--- config.mk ---
export PLATFORM = sky130hd
export DESIGN_NAME = checkpoint_ctrl
export DESIGN_NICKNAME = d
export VERILOG_FILES = /design/src/rtl/checkpoint_ctrl.sv
export SDC_FILE = /design/constraint.sdc
export NUM_CORES = 1
export LEC_CHECK = 0
export ABC_AREA = 1
export BUFFER_PORTS_ARGS = -buffer_cell sky130_fd_sc_hd__buf_2
export CORE_AREA = 2 2 116 118
export DETAILED_ROUTE_END_ITERATION = 10
export DIE_AREA = 0 0 118 120
export GPL_TIMING_DRIVEN = 0
export PLACE_DENSITY_LB_ADDON = 0.1
export SYNTH_ARGS = -nofsm -noshare
export SYNTH_HDL_FRONTEND = slang
export SYNTH_SLANG_ARGS = --single-unit
--- constraint.sdc ---
create_clock -name clk -period 4.2 [get_ports clk]
set_input_delay 0.21 -clock clk [delete_from_list [all_inputs] [get_ports clk]]
set_output_delay 0.21 -clock clk [all_outputs]
set_load 0.1 [all_outputs]
--- src/rtl/checkpoint_ctrl.sv ---
// checkpoint_ctrl: branch checkpoint slot manager.
// Tracks up to NUM_CKPT in-flight branch snapshots: allocation of the lowest
// free slot, release on correct resolution, and squash of a mispredicted
// branch together with every younger checkpoint (via an age matrix).
// Optional macro CKPT_STATS_EN adds 16-bit saturating stall/flush counters;
// without it stall_cnt and flush_cnt are tied to zero.
module checkpoint_ctrl #(
    parameter int NUM_CKPT = 8,
    parameter int TAG_W    = 5,
    localparam int ID_W    = $clog2(NUM_CKPT),
    localparam int CNT_W   = ID_W + 1
) (
    input  logic             clk,
    input  logic             reset,
    input  logic             alloc_req,
    input  logic [TAG_W-1:0] alloc_rob_tag,
    output logic             alloc_ready,
    output logic [ID_W-1:0]  alloc_id,
    input  logic             hit,
    input  logic [TAG_W-1:0] hit_tag,
    input  logic             mispredict,
    input  logic [TAG_W-1:0] mispredict_tag,
    output logic             restore_valid,
    output logic [ID_W-1:0]  restore_id,
    output logic [CNT_W-1:0] count,
    output logic             full,
    output logic             empty,
    output logic [15:0]      stall_cnt,
    output logic [15:0]      flush_cnt
);

    // Slot state: valid bits, stored ROB tags, and the age matrix where
    // older_reg[i][j] = 1 means slot i was allocated before slot j.
    logic [NUM_CKPT-1:0] valid_reg;
    logic [NUM_CKPT-1:0] valid_next;
    logic [TAG_W-1:0]    tag_reg   [NUM_CKPT];
    logic [NUM_CKPT-1:0] older_reg [NUM_CKPT];
    logic [CNT_W-1:0]    count_reg;
    logic [CNT_W-1:0]    count_next;

    logic [NUM_CKPT-1:0] hit_match;
    logic [NUM_CKPT-1:0] mis_match;
    logic                hit_any;
    logic                mis_any;
    logic [ID_W-1:0]     hit_id;
    logic [ID_W-1:0]     mis_id;
    logic [ID_W-1:0]     free_id;
    logic [NUM_CKPT-1:0] kill_mask;
    logic                alloc_fire;

    // Per-slot tag comparators against the resolving branch tags.
    for (genvar gi = 0; gi < NUM_CKPT; gi++) begin : g_match
        assign hit_match[gi] = valid_reg[gi] && (tag_reg[gi] == hit_tag);
        assign mis_match[gi] = valid_reg[gi] && (tag_reg[gi] == mispredict_tag);
    end

    assign hit_any = |hit_match;
    assign mis_any = |mis_match;

    // Lowest-index priority encoders: matches (duplicate tags resolve to the
    // lowest slot) and the first free slot (0 when every slot is in use).
    always_comb begin
        hit_id  = '0;
        mis_id  = '0;
        free_id = '0;
        for (int i = NUM_CKPT - 1; i >= 0; i--) begin
            if (hit_match[i]) hit_id  = ID_W'(i);
            if (mis_match[i]) mis_id  = ID_W'(i);
            if (!valid_reg[i]) free_id = ID_W'(i);
        end
    end

    assign full          = (count_reg == CNT_W'(NUM_CKPT));
    assign empty         = (count_reg == '0);
    assign count         = count_reg;
    assign alloc_id      = free_id;
    assign alloc_ready   = !full && !mispredict;
    assign alloc_fire    = alloc_req && alloc_ready;
    // Restore is suppressed while reset is asserted so a squash racing a
    // reset never produces a spurious restore pulse.
    assign restore_valid = mispredict && mis_any && !reset;
    assign restore_id    = mis_id;

    // The mispredicted slot plus everything allocated after it.
    assign kill_mask = older_reg[mis_id] | (NUM_CKPT'(1) << mis_id);

    // Next valid vector: a squash takes priority and drops alloc/hit;
    // otherwise hit-release and allocation both apply (they never touch the
    // same slot because alloc only targets an already-free slot).
    always_comb begin
        valid_next = valid_reg;
        if (mispredict) begin
            if (mis_any) valid_next = valid_reg & ~kill_mask;
        end else begin
            if (hit && hit_any) valid_next[hit_id]   = 1'b0;
            if (alloc_fire)     valid_next[free_id]  = 1'b1;
        end
    end

    // Population count of the next valid vector so count stays registered.
    always_comb begin
        count_next = '0;
        for (int i = 0; i < NUM_CKPT; i++) begin
            count_next = count_next + CNT_W'(valid_next[i]);
        end
    end

    // Valid bits and occupancy register.
    always_ff @(posedge clk) begin
        if (reset) begin
            valid_reg <= '0;
            count_reg <= '0;
        end else begin
            valid_reg <= valid_next;
            count_reg <= count_next;
        end
    end

    // Tag capture and age-matrix update on allocation: the new slot is
    // younger than every currently valid slot and older than none.
    always_ff @(posedge clk) begin
        if (reset) begin
            for (int i = 0; i < NUM_CKPT; i++) begin
                tag_reg[i]   <= '0;
                older_reg[i] <= '0;
            end
        end else if (alloc_fire) begin
            for (int i = 0; i < NUM_CKPT; i++) begin
                if (free_id == ID_W'(i)) begin
                    tag_reg[i]   <= alloc_rob_tag;
                    older_reg[i] <= '0;
                end else begin
                    older_reg[i][free_id] <= valid_reg[i];
                end
            end
        end
    end

`ifdef CKPT_STATS_EN
    logic [15:0] stall_cnt_reg;
    logic [15:0] flush_cnt_reg;

    // Saturating counters: stalled allocation attempts and effective squashes.
    always_ff @(posedge clk) begin
        if (reset) begin
            stall_cnt_reg <= '0;
            flush_cnt_reg <= '0;
        end else begin
            if (alloc_req && full && (stall_cnt_reg != 16'hFFFF))
                stall_cnt_reg <= stall_cnt_reg + 16'd1;
            if (mispredict && mis_any && (flush_cnt_reg != 16'hFFFF))
                flush_cnt_reg <= flush_cnt_reg + 16'd1;
        end
    end

    assign stall_cnt = stall_cnt_reg;
    assign flush_cnt = flush_cnt_reg;
`else
    assign stall_cnt = 16'd0;
    assign flush_cnt = 16'd0;
`endif

endmodule

Word-level counts from Yosys, hierarchy flattened. Memories as Yosys holds them, arrays and structs flattened. Index checks and enable logic that the tools add are counted.

$add $sub $neg: 7. Multiply operators: 0. Divide/modulo/power cells: 0. Magnitude comparators: 4. Equal/unequal tests: 24. Shift-type cells: 1. Mux-type cells: 179. Bitwise gates (word level): 86. Reductions and logical operators: 30.

Operators by type and width (count): 8-bit two-way mux (21); 1-bit two-way mux (124); 5-bit equality test (16); 1-bit OR (80); 3-bit two-way mux (24); 5-bit two-way mux (8); 1-bit logical AND (23); 4-bit by 1-bit adder with 4-bit output (4); 8-bit bitwise AND (2); 8-bit NOT (2); 8-bit OR (2); 8-bit OR reduction (2); 3-bit equality test, second input constant (4); 3-bit by 4-bit less-than comparator with 1-bit output, second input constant (2); 1-bit by 3-bit << shifter with 8-bit output, first input constant (1); 1-bit demux with 3-bit select (2); 3-bit by 2-bit equality test with 1-bit output, second input constant (2); 3-bit by 1-bit greater-or-equal comparator with 1-bit output, second input constant (2); 3-bit by 1-bit adder with 4-bit output (1); 4-bit equality test, second input constant (1); 4-bit logical NOT (1); 2-bit by 1-bit adder with 3-bit output (1); 3-bit by 1-bit equality test with 1-bit output, second input constant (1); 1-bit logical NOT (3); 2 further kinds (2).

Register bits after elaboration: 12. Latch bits: 0. Memory bits (writable): 104. ROM bits: 0. Logic and storage cells: 335. Memories: 2.

Memories: older_reg (words 8, bits a word 8, rd ports 1, clocked after Yosys merged registers in 0, wr ports 8, line 37) `logic [NUM_CKPT-1:0] older_reg [NUM_CKPT];`; tag_reg (words 8, bits a word 5, rd ports 8, clocked after Yosys merged registers in 0, wr ports 8, line 36) `logic [TAG_W-1:0] tag_reg [NUM_CKPT];`.

Depth between registers and ports, before layout. An unclocked memory read counts as a cell.

Word-level depth: 29. Gate-level depth with buffers: 30. Gate-level depth less buffers: 29.

Worst setup path after synthesis. No wires, ideal clock.

Kind: reg2reg. Start point: register count_reg[1], in the netlist count[1]. End point: register count_reg[2], in the netlist count[2]. Library setup time: 128 ps. Arrival time: 6323 ps. Slack: -2251 ps. Cell stages (with the launch flop): 21. Buffers on the path: 0. Cells stage by stage: dfxtp_1 -> nor3_1 -> nand2_1 -> inv_1 -> nor2_1 -> nand2_1 -> nor3_1 -> inv_1 -> nor2_1 -> o21ai_0 -> nand2_1 -> fa_1 -> fa_1 -> inv_1 -> fa_1 -> inv_1 -> ha_1 -> inv_1 -> fa_1 -> xor2_1 -> nor2_1.

Longest elaborated chain between the ends: 13.

RTL lines: from (decl) (line 38) `logic [CNT_W-1:0] count_reg;`; from (signal assigned) (line 115) `count_reg <= count_next;`; 4-bit equality test (line 73) `assign full = (count_reg == CNT_W'(NUM_CKPT));`; net full (line 26) `output logic full,`; 1-bit logical NOT (line 77) `assign alloc_ready = !full && !mispredict;`; 1-bit logical AND (line 77); net alloc_ready (line 17) `output logic alloc_ready,`; 1-bit logical AND (line 78) `assign alloc_fire = alloc_req && alloc_ready;`; 8-bit two-way mux (line 96) `if (alloc_fire) valid_next[free_id] = 1'b1;`; 8-bit two-way mux (line 92) `if (mispredict) begin`; net valid_next[0] (line 35) `logic [NUM_CKPT-1:0] valid_next;`; 1-bit by 1-bit adder with 2-bit output (line 104) `count_next = count_next + CNT_W'(valid_next[i]);`; 2-bit by 1-bit adder with 3-bit output (line 104); 3-bit by 1-bit adder with 4-bit output (line 104); 4-bit by 1-bit adder with 4-bit output (4 in series) (line 104).

The timed path passes the listed nets, and every way through them passes these cells. A chain may end at the register's enable or synchronous reset.

==> parameters.txt <==
Parameter                              Value

Route
  Number of vias per cell after detailed routing    between 5 and 6
  DRT iter0 DRCs    921
  DRC violations left    0
  Drt first pass iters    8
  Total number of vias    approximately 6,600
  Final routed wire length divided by cell count    17.9 um
  Antenna Violating Nets Remaining    0
  Post-Route WL    21,300 um

STA
  Final setup vio count    2
  Slew HR    a little under half
  Final max-slew violation count    0
  Final setup slack of the worst path    -0.326 ns
  Final hold violation count    0
  Worst slack on hold paths    approximately 0.17 ns
  Time the final worst path needs with I/O delays and setup    ~4.5 ns
  Unrepaired setup endpoints after global routing    yes
  Final critical-path share of the clock period    108%
  Total Neg Setup Slack    -0.613 ns
  Worst Clk Skew    ~0.010 ns
  Achievable clock frequency    around 220 MHz
  Worst-margin pin slew    0.800 ns

Layout
  Post-layout instance area    0.00821 sq mm
  Number of antenna diodes    0
  Max reg flops    56
  Growth of design area from synthesis to finish    19.3%
  Final core area utilization    between 60% and 70%
  Nets    1,038
  Fraction of final layout cells sized beyond drive strength 1    22.6%

Clock network
  Clock Tree Buf Depth    2
  CTS clk-pin slew, worst paths    around 0.07 ns
  Buffer type at the clock tree root    clkbuf_16
  CTS sink cnt    roughly 110
  Number of buffers created by CTS    9
  Insertion delay to the later sink of the worst-skew pair    roughly 0.35 ns
  Number of levels in the clock H-tree    3
  CTS tree    built
  Hold bufs inserted after CTS    0

Outcome
  Failing checks    negative setup slack
  Outcome    finished, violations left

Synth
  Fraction of synthesized area in multiplexers    0%
  Number of register bits inferred by synthesis    108
  Post-Synth XOR/XNOR Area    under 10%
  Synthesized-area fraction occupied by adder cells    between 1.5 and 2%
  Number of flops mapped to enable cells by yosys    96
  Post-synthesis area per instance    approximately 7.6 sq um
  Predominant post-synthesis flop cell    edfxtp_1
  Complex-gate fraction of the synthesized area    roughly 7.6%
  Number of different library cells in the post-synthesis netlist    40
  Number of warning messages in the yosys log    0
  Fraction of post-synthesis cell area in the top cell type by area    41.9%
  Share of synthesized registers carrying an async set or reset    0%
  Post-synth design cell area    0.00688 sq mm
  Sequential area share after synthesis    about 45%
  Combinational family with the most area after synthesis    simple AND/OR/NAND/NOR gates
  Most common cell in the netlist    nand2_1
  Number of instances in the synthesized netlist    907
  Synthesized-area fraction occupied by and/or/nand/nor cells    31.3%
  Leading cell types by count after synthesis    nand2_1 (229), nor2_1 (156), inv_1 (107)
  Top cells by area, synth    edfxtp_1 (42%), nand2_1 (13%), nor2_1 (8.5%)
  Largest area contributor in the netlist    edfxtp_1

Global routing
  Largest net degree at the start of global routing    18
  Number of global-route vias before repair    around 5,700
  Initial antenna violation count    0
  Global-route wire length before repair    between 30,000 and 40,000 um
  Total global routing overflow    0
  Tot GR Track Use    between 30% and 40%

Place
  Setup slack at placement    -0.694 ns
  HPWL after detailed placement    around 15,000 um
  Weighted congestion at the end of routability-driven global placement    roughly 0.96
  Placed inst area    between 0.007 and 0.008 sq mm
  Buffers added on ports    24

Setup path
  Launching element type of the critical path    register
  Required time of the critical path    around 4.5 ns
  Arrival time of the worst setup path    just under 5 ns
  Peak fanout along the critical path    10
  Kind of end point of the critical path    register
  Crit Path Class    register to register

Power and ir drop
  Part of the total power dissipated in sequential elements    around half
  Clock network power share    around a third
  Share of total power in combinational logic    17.4%
  Proportion of total power due to net switching    slightly above 30%
  Maximum vdd ir drop    0.221 mV
  Switching Power    0.000746 W
  Leakage power summed over all cells    between 3 and 4 nW
  Design internal power    about 0.0017 W
  Pwr per Cell Area    between 200 and 300 mW/mm^2

Die
  Cell row count    42
  Initial Util    53.0%
  Chip width    around 120 um
  Die height    120 um
  Core area    ~0.013 sq mm
  Count of boundary I/O pins    66
  Die area    0.0142 sq mm

Hold path
  Worst hold path type    primary input to register

Job
  Number of max-cap violations    0
cells by family (layout without fill, tap and decap cells):
group	after synthesis	count (layout)
other cells	1	32
fa+ha+maj	7	7
compound gates	95	95
simple gates	500	500
buf+inv	187	264
flops	108	108
xor+xnor	9	9
worst max-delay path, stage by stage (launching register included):
cell and delay, ns:
edfxtp_1 0.45, o21ai_0 0.22, nor2_1 0.09, nand3_2 0.12
nand2_2 0.09, inv_2 0.06, nand2_2 0.05, nand2_4 0.08
nand2_8 0.08, buf_4 0.19, nor3_1 0.18, nor2_1 0.07
nand3_1 0.09, nand3_2 0.13, nand2_2 0.11, nand2_2 0.07
fa_1 0.50, fa_1 0.52, inv_1 0.05, fa_2 0.52
inv_2 0.04, ha_4 0.15, inv_2 0.05, fa_2 0.42
nor2_1 0.10
layout make-up:
class	count	area, sq um
tap	176	220
multi-input combinational	643	3240
buffer	63	418
fill	1186	4770
clock buffer	10	229
inverter	124	482
timing repair buffer	62	442
clock inverter	5	36.3
sequential	108	3140
placed cells by master (no fill, tap or decap), types with 5 or more instances in the layout:
cell / count
nand2_1: 217
nor2_1: 148
inv_1: 96
edfxtp_1: 96
buf_4: 72
nand3_1: 55
conb_1: 32
buf_2: 31
a21oi_1: 29
o21ai_0: 24
o22ai_1: 22
inv_2: 21
clkbuf_1: 16
nand3_2: 15
nand2_2: 13
nor3_1: 12
a21oi_2: 10
clkbuf_16: 9
nor2_2: 8
nand4_1: 8
dfxtp_2: 7
o21ai_1: 6
xor2_1: 5
power groups by stage:
| stage | sequential (W) | combinational, W | clock [W] |
|---|---|---|---|
| after floorplan | 0.00126 | 0.000322 | 0 |
| after global placement | 0.00126 | 0.000397 | 0 |
| after detailed placement | 0.00126 | 0.000399 | 0 |
| after CTS | 0.00123 | 0.000410 | 0.000793 |
| after global routing | 0.00124 | 0.000453 | 0.000842 |
| final | 0.00124 | 0.000427 | 0.000794 |
metrics by stage:
stage / total power [W] / instances
floorplan: 0.00158 / 938
global placement: 0.00165 / 1138
detailed placement: 0.00166 / 1138
global route: 0.00254 / 1191
finish: 0.00246 / 1191
CTS: 0.00244 / 1182
layer usage:
metal / GRT usage, % / share of wire, % / vias up
met4: 11.0 / 2.6 / 0
met3: 5.18 / 12 / 43
met2: 46.1 / 44 / 452
li1: - / - / 3063
met1: 44.6 / 41 / 3020
met5: 0 / 0 / -
what timing repair did:
| action | CTS | global route |
|---|---|---|
| gates resized for setup | 47 | 26 |
| pin swaps | 21 | 28 |
| setup endpoints to repair | 4 | 4 |
| buffers inserted | 28 | 10 |
| gates cloned | 1 | 0 |
final timing paths:
path                     from       endpoint  depth (start not counted)  slack, ns
max             tag_reg[1][7]       count[1]                         24      -0.33
min          alloc_rob_tag[3]  tag_reg[1][8]                          3       0.17
max reg2reg     tag_reg[1][7]       count[1]                         24      -0.33
min reg2reg      valid_reg[5]   valid_reg[5]                          4       0.63
No activity file was read; power rests on OpenSTA's default activity.
